$ cat src/rtl/slug_uart_pkg.sv
// Shared types and field positions for the slug UART transmit stage.
package slug_uart_pkg;

  typedef enum logic [1:0] {
    IDLE,
    START,
    DATA,
    STOP
  } tx_state_t;

  localparam int STAT_ACK  = 0;
  localparam int STAT_FULL = 1;
  localparam int STAT_DONE = 2;
  localparam int STAT_BUSY = 3;

  localparam int STB_BIT  = 8;
  localparam int DATA_LSB = 0;
  localparam int DATA_W   = 8;

endpackage

$ cat src/rtl/slug_uart_tx_byte_fifo.sv
// Small synchronous byte FIFO with a registered occupancy count.
module byte_fifo #(
  parameter int DEPTH = 4
) (
  input  logic       clk,
  input  logic       rst,
  input  logic       push,
  input  logic       pop,
  input  logic [7:0] din,
  output logic [7:0] dout,
  output logic       full,
  output logic       empty
);

  localparam int AW = (DEPTH > 1) ? $clog2(DEPTH) : 1;

  logic [7:0]  mem_q [DEPTH];
  logic [AW-1:0] wr_ptr_q, wr_ptr_d;
  logic [AW-1:0] rd_ptr_q, rd_ptr_d;
  logic [AW:0]   count_q, count_d;
  logic          do_push, do_pop;

  assign full  = (count_q == (AW+1)'(DEPTH));
  assign empty = (count_q == '0);
  assign dout  = mem_q[rd_ptr_q];

  // Power-of-two depth lets the pointers wrap by plain overflow.
  always_comb begin
    do_push  = push && !full;
    do_pop   = pop && !empty;
    wr_ptr_d = wr_ptr_q;
    rd_ptr_d = rd_ptr_q;
    count_d  = count_q + (AW+1)'(do_push) - (AW+1)'(do_pop);
    if (do_push) wr_ptr_d = wr_ptr_q + 1'b1;
    if (do_pop)  rd_ptr_d = rd_ptr_q + 1'b1;
  end

  always_ff @(posedge clk or negedge rst) begin
    if (!rst) begin
      wr_ptr_q <= '0;
      rd_ptr_q <= '0;
      count_q  <= '0;
    end else begin
      wr_ptr_q <= wr_ptr_d;
      rd_ptr_q <= rd_ptr_d;
      count_q  <= count_d;
    end
  end

  always_ff @(posedge clk) begin
    if (do_push) mem_q[wr_ptr_q] <= din;
  end

endmodule

$ cat src/rtl/slug_uart_tx.sv
// 8N1 UART transmitter fed by slug's output port through a toggle handshake,
// with a byte FIFO and a pollable status nibble.
module slug_uart_tx
  import slug_uart_pkg::*;
#(
  parameter int CLK_DIV    = 16,
  parameter int FIFO_DEPTH = 4
) (
  input  logic        clk,
  input  logic        rst,
  input  logic [31:0] port_out,
  output logic [3:0]  status,
  output logic        tx
);

  localparam int BW = (CLK_DIV > 2) ? $clog2(CLK_DIV) : 1;
  localparam logic [BW-1:0] BAUD_RELOAD = BW'(CLK_DIV - 1);

  tx_state_t   state_q, state_d;
  logic [BW-1:0] baud_q, baud_d;
  logic [2:0]  bit_idx_q, bit_idx_d;
  logic [7:0]  shift_q, shift_d;
  logic        tx_q, tx_d;
  logic        ack_q, ack_d;

  logic        fifo_push, fifo_pop, fifo_full, fifo_empty;
  logic [7:0]  fifo_dout;
  logic        unused_port_bits;

  assign unused_port_bits = ^port_out[31:STB_BIT+1];

  byte_fifo #(.DEPTH(FIFO_DEPTH)) u_fifo (
    .clk   (clk),
    .rst   (rst),
    .push  (fifo_push),
    .pop   (fifo_pop),
    .din   (port_out[DATA_LSB +: DATA_W]),
    .dout  (fifo_dout),
    .full  (fifo_full),
    .empty (fifo_empty)
  );

  // A request stays pending while full, so the byte is taken on the first
  // edge with room rather than being dropped.
  always_comb begin
    fifo_push = (port_out[STB_BIT] != ack_q) && !fifo_full;
    ack_d     = fifo_push ? port_out[STB_BIT] : ack_q;
  end

  always_comb begin
    state_d   = state_q;
    baud_d    = baud_q;
    bit_idx_d = bit_idx_q;
    shift_d   = shift_q;
    tx_d      = tx_q;
    fifo_pop  = 1'b0;

    case (state_q)
      IDLE: begin
        if (!fifo_empty) begin
          fifo_pop = 1'b1;
          shift_d  = fifo_dout;
          tx_d     = 1'b0;
          baud_d   = BAUD_RELOAD;
          state_d  = START;
        end
      end

      START: begin
        if (baud_q == '0) begin
          tx_d      = shift_q[0];
          bit_idx_d = '0;
          baud_d    = BAUD_RELOAD;
          state_d   = DATA;
        end else begin
          baud_d = baud_q - 1'b1;
        end
      end

      DATA: begin
        if (baud_q == '0) begin
          baud_d = BAUD_RELOAD;
          if (bit_idx_q == 3'd7) begin
            tx_d    = 1'b1;
            state_d = STOP;
          end else begin
            shift_d   = {1'b0, shift_q[7:1]};
            tx_d      = shift_q[1];
            bit_idx_d = bit_idx_q + 1'b1;
          end
        end else begin
          baud_d = baud_q - 1'b1;
        end
      end

      STOP: begin
        if (baud_q == '0) begin
          // Chain straight into the next start bit when a byte is waiting.
          if (!fifo_empty) begin
            fifo_pop = 1'b1;
            shift_d  = fifo_dout;
            tx_d     = 1'b0;
            baud_d   = BAUD_RELOAD;
            state_d  = START;
          end else begin
            state_d = IDLE;
          end
        end else begin
          baud_d = baud_q - 1'b1;
        end
      end

      default: begin
        state_d = IDLE;
        tx_d    = 1'b1;
      end
    endcase
  end

  always_ff @(posedge clk or negedge rst) begin
    if (!rst) begin
      state_q   <= IDLE;
      baud_q    <= '0;
      bit_idx_q <= '0;
      shift_q   <= '0;
      tx_q      <= 1'b1;
      ack_q     <= 1'b0;
    end else begin
      state_q   <= state_d;
      baud_q    <= baud_d;
      bit_idx_q <= bit_idx_d;
      shift_q   <= shift_d;
      tx_q      <= tx_d;
      ack_q     <= ack_d;
    end
  end

  always_comb begin
    status            = '0;
    status[STAT_ACK]  = ack_q;
    status[STAT_FULL] = fifo_full;
    status[STAT_DONE] = fifo_empty && (state_q == IDLE);
    status[STAT_BUSY] = (state_q != IDLE);
  end

  assign tx = tx_q;

endmodule

$ cat config.mk
export PLATFORM = sky130hd
export DESIGN_NAME = slug_uart_tx
export DESIGN_NICKNAME = d
export VERILOG_FILES = /design/src/rtl/slug_uart_pkg.sv /design/src/rtl/slug_uart_tx_byte_fifo.sv /design/src/rtl/slug_uart_tx.sv
export SDC_FILE = /design/constraint.sdc
export NUM_CORES = 1
export LEC_CHECK = 0
export ABC_CLOCK_PERIOD_IN_PS = 7250
export CORE_AREA = 2 2 71 123
export CTS_CLUSTER_SIZE = 12
export DETAILED_ROUTE_END_ITERATION = 10
export DIE_AREA = 0 0 73 125
export PLACE_DENSITY_LB_ADDON = 0.12
export SLEW_MARGIN = 0
export SYNTH_ARGS = -nofsm -noshare
export SYNTH_HDL_FRONTEND = slang
export SYNTH_SLANG_ARGS = --single-unit
$ cat constraint.sdc
create_clock -name clk -period 7.25 [get_ports clk]
set_input_delay 1.45 -clock clk [delete_from_list [all_inputs] [get_ports clk]]
set_output_delay 1.45 -clock clk [all_outputs]
set_load 0.03 [all_outputs]
# ---- Word-level counts from Yosys, hierarchy flattened
# Memory sizes are Yosys's and may differ from the RTL's.
# Index checks and enable logic that the tools add are counted.
dict set report totals {
  reg_bits 26
  ramBits 32
  input_bits 34
  memories 1
}
dict set report classes {
  addsub 6
  eq_ne 12
  mux 31
  n_reduce_logical 17
}
# memory words word_bits read_ports rd_clocked_by_memory_dff wr line
set mem_list {}
lappend mem_list {u_fifo.mem_q 4 8 1 0 1 slug_uart_tx_byte_fifo.sv:17} ;# logic [7:0] mem_q [DEPTH];
# operator count
set ops {}
lappend ops {{8-bit 2-to-1 mux} 4}
lappend ops {{8-bit one-hot mux with 3 select lines} 1}
lappend ops {{4-bit 2-to-1 mux} 3}
lappend ops {{2-bit inequality test, second input constant} 6}
lappend ops {{4-bit one-hot mux with 3 select lines} 1}
lappend ops {{1-bit 2-to-1 mux} 10}
lappend ops {{2-bit 2-to-1 mux} 5}
lappend ops {{3-bit 2-to-1 mux} 3}
lappend ops {{2-bit one-hot mux with 4 select lines} 1}
lappend ops {{4-bit AND reduction} 2}
lappend ops {{3-bit equality test, second input constant} 2}
lappend ops {{3-bit one-hot mux with 2 select lines} 1}
lappend ops {{5-bit AND reduction} 1}
lappend ops {{2-bit by 1-bit adder with 2-bit output, second input constant} 2}
lappend ops {{2-bit equality test, second input constant} 2}
lappend ops {{1-bit logical AND} 4}
lappend ops {{4-bit logical NOT} 1}
lappend ops {{1-bit one-hot mux with 4 select lines} 1}
lappend ops {{2-bit nonzero test} 2}
lappend ops {{4-bit by 1-bit subtractor with 4-bit output, second input constant} 1}
lappend ops {{3-bit by 1-bit adder with 3-bit output} 1}
lappend ops {{3-bit by 1-bit adder with 3-bit output, second input constant} 1}
lappend ops {{3-bit logical NOT} 1}
lappend ops {{3-bit AND reduction} 1}
lappend ops {{other kinds (8)} 9}

# ---- Depth between registers and ports, before layout
dict set report depth {
  ltp_word 6
  depth_mapped 11
  ltp_nobuf 10
}

# ---- Hierarchy
# Synthesis repeated with hierarchy kept, for this count alone.
dict set report unflattened {
  hier_cells 212
  area_unflattened_um2 2842.7
}
# module instances cells_per_inst area_each_um2 seq_area_each_um2
set modules_own_cells {}
lappend modules_own_cells {byte_fifo 1 83 1622.8 1136.1}
lappend modules_own_cells {slug_uart_tx 1 129 1219.9 476.7}

# ---- Worst setup path after synthesis
# Ideal clock, no wire load.
dict set report synth_path {
  path_kind {register -> output}
  from {reg state_q[0]}
  to {out status[2]}
  arrival_ns 1.571
  t_required_ns 5.800
  path_slack_ns 4.229
  path_stages_with_launch 6
  n_path_buf 1
  path_cell_list {dfrtp_1 inv_1 ha_1 clkbuf_1 inv_1 nor2_1}
}
dict set report synth_via {
  elab_chain_cells 2
}
# item line
set synth_rtl {}
lappend synth_rtl {{start: declaration} slug_uart_tx.sv:19} ;# tx_state_t state_q, state_d;
lappend synth_rtl {{start signal: assignment} slug_uart_tx.sv:129} ;# state_q <= state_d;
lappend synth_rtl {{2-bit logical NOT} slug_uart_tx.sv:142} ;# status[STAT_DONE] = fifo_empty && (state_q == IDLE);
lappend synth_rtl {{1-bit logical AND} slug_uart_tx.sv:142}
lappend synth_rtl {{end: declaration} slug_uart_tx.sv:12} ;# output logic [3:0] status,
# No other way between the ends.

# ---- Worst setup path after layout
# Ends and elaborated chain as after synthesis.

==> key figures <==
Synth
  • Cells after Synth: 218
  • Syn Std Cell Area: 2750 um2
  • Flops & latches, synth: 58
  • Yosys cell types: 48
  • Post-synth EDFFs: 32
  • Synth Area per Inst: 12.6 um2
  • Post-synth ARST share: 44.8%
  • YS warnings: 0
  • Syn_nets: 267
  • Sequential share of the synthesized area: 58.6%
  • Main synth FF type: edfxtp_1

Critical path
  • Critical path launch point type: flip-flop
  • CP dominant cell by count: inv_1
  • Required time worst endpoint: 5800 ps
  • Cell Chain, Critical Path: inv_1 > ha_1 > inv_1 > nor2_1 > clkdlybuf4s50_1
  • Crit path buffers/inverters: 3
  • RR Endpoint: u_fifo.count_q[2]
  • Reg2reg setup slack: 4490 ps
  • Cell count of the worst reg-to-reg path: 10
  • Crit Path Category: flip-flop to output port
  • Slowest CP cell: clkdlybuf4s50_1
  • Critical path's top delay family: buffers and inverters
  • Worst Path Arrival: 2190 ps
  • Slowest Stage Delay on Critical Path: 670 ps
  • Crit Reg-Reg Startpoint: state_q[0]
  • Critical path endpoint category: output port
  • CP Max Fanout: 9

GRT
  • Initial antenna violation count: 0
  • Grt total ovfl: 0
  • Vias in the first global route: 1699
  • Total Routing Usage GR: 12.6%
  • Largest net degree at the start of global routing: 27
  • First-pass GRT wire length: 8.39 mm

Placement
  • Dpl cells: 315
  • I/O Buffers: 15
  • Global placement routability congestion: 0.747
  • DP Area: 2970 um2
  • Post-DP HPWL: 3.58 mm

Cells and area
  • Final Instance Count excl. Fillers: 331
  • Final Cell Area: 3220 um2
  • # diodes: 0
  • Area growth syn-to-layout: 17.0%
  • Most frequent cells in the layout: edfxtp_1 (32), dfrtp_1 (25), mux2i_1 (17)
  • Commonest non-fill, non-tap cell in the layout: edfxtp_1
  • Fin nets: 283
  • Share of cells above drive strength 1: 10.5%

Detailed routing
  • Initial DRC count: 52
  • Via density: 5.02
  • First-pass DRT Iterations: 4
  • Drc violations: 0
  • Wirelength, routed: 5.11 mm
  • WL/cell: 15.4 um
  • Via count: 1660
  • Post-route ant nets: 0

Clocking
  • CTS max path bufs: 2
  • CTS Root Cell: clkbuf_16
  • Clk pin slew, worst setup/hold paths: 50 ps
  • Clk_lat worst skew: 320 ps
  • Num CTS Buffers: 9
  • CTS tree: done
  • CTS H-tree lvls: 3
  • Sink Count: 58
  • Setup bufs post-CTS: 0
  • CTS Hold Bufs: 0
  • Cts repair resizes: 0

STA
  • Max Clock Freq: 0.275 GHz
  • Clock skew: 8.62 ps
  • Setup TNS: 0 ps
  • Min Tclk post-route: 3640 ps
  • Worst slew margin: 37.6%
  • Fin crit share: 50.2%
  • Final Hold Viols: 0
  • RSZ-0062 raised after global routing: no
  • Max Slew Vio Count: 0
  • Setup Viol. Count Final: 0
  • Least-Margin Pin Slew: 936 ps

Power and ir drop
  • P_leak: 1.27 nW
  • Design Power: 1.54 mW
  • Power density of the placed cells: 479 nW/um2
  • Maximum vdd drop: 195 uV

Floorplanning
  • Die Ht: 125 um
  • Num ports: 39
  • Starting Density: 33.6%
  • Die width: 73 um
  • Core area: 8200 um2
  • Total Die Area: 9130 um2
  • Row count: 44

Hold path
  • Hold path startpoint: shift_q[7]
  • Hold Path Cell Cnt: 1
  • Hold Path End: shift_q[7]
  • HP Class: flip-flop to flip-flop

Status
  • Status: finished, final reports clean

Job
  • MaxCap Viol Count: 0
-- synth_stat cells (all sizes together) (3+ instances only) --
master	count	area, um2
nand2	10	37.5
o21ai	8	40.0
mux2	4	45.0
edfxtp	32	961
and2	5	31.3
buf	6	40.0
a21oi	17	92.6
a211oi	3	22.5
o22ai	7	43.8
dfrtp	25	626
mux2i	17	170
nor2	15	56.3
ha	14	175
inv	12	45.0
clkbuf	5	18.8
xnor2	5	43.8
-- per-layer routing --
metal	vias up	track usage, %	wire, um
met5	-	0	0
met4	0	8.50	161
met3	12	2.42	86
met2	22	22.0	2810
met1	803	13.0	2050
li1	823	-	-
-- through the flow --
step	util, %	worst slack [ps]	hold slack, ps
final	39.3	3610	492
after global routing	39.3	3490	520
after CTS	39.3	3580	494
after detailed placement	36.2	3910	484
after global placement	36.2	3930	480
after floorplan	-	4230	464
-- cells by family (layout without fill, tap and decap cells) --
kind of cell             Yosys count  count (layout)  share of synthesized area (%)
XOR/XNOR                           6               6                           1.91
flip-flops                        58              58                           58.6
AND/OR/NAND/NOR                   45              45                           8.45
buffers and inverters             23              44                           3.77
adder cells (fa/ha/maj)           15              15                           7.09
AO/OA/AOI/OAI                     50              50                           12.4
multiplexers                      21              21                           7.82
-- worst max-delay path by stage --
stage                                    end  slack, ps  cells past startpoint         from
after detailed placement  u_fifo.mem_q[3][4]       3910                      4  port_out[8]
after CTS                          status[2]       3580                      5   state_q[0]
final                              status[2]       3610                      5   state_q[0]
after global routing               status[2]       3490                      5   state_q[0]
after global placement    u_fifo.mem_q[1][4]       3930                      4  port_out[8]
after floorplan                    status[2]       4230                      5   state_q[0]
-- flip-flops by register name (all words and copies together) (netlist names) --
name	cells
baud_q	4
u_fifo.rd_ptr_q	2
u_fifo.wr_ptr_q	2
tx	1
u_fifo.mem_q	32
shift_q	8
bit_idx_q	3
state_q	2
u_fifo.count_q	3
ack_q	1
-- layout make-up --
cell class	count	area, um2
Clock inverter	4	18.8
Sequential cell	58	1610
Inverter	12	45.0
Clock buffer	12	236
Multi-Input combinational cell	137	1040
Timing Repair Buffer	16	158
Tap cell	92	115
Fill cell	813	4980
-- power breakdown --
group	total [mW]	switching, mW	internal [mW]
Sequential	0.567	0.0912	0.475
Clock	0.359	0.132	0.227
Combinational	0.617	0.346	0.271
No activity file was read; power rests on OpenSTA's default activity.
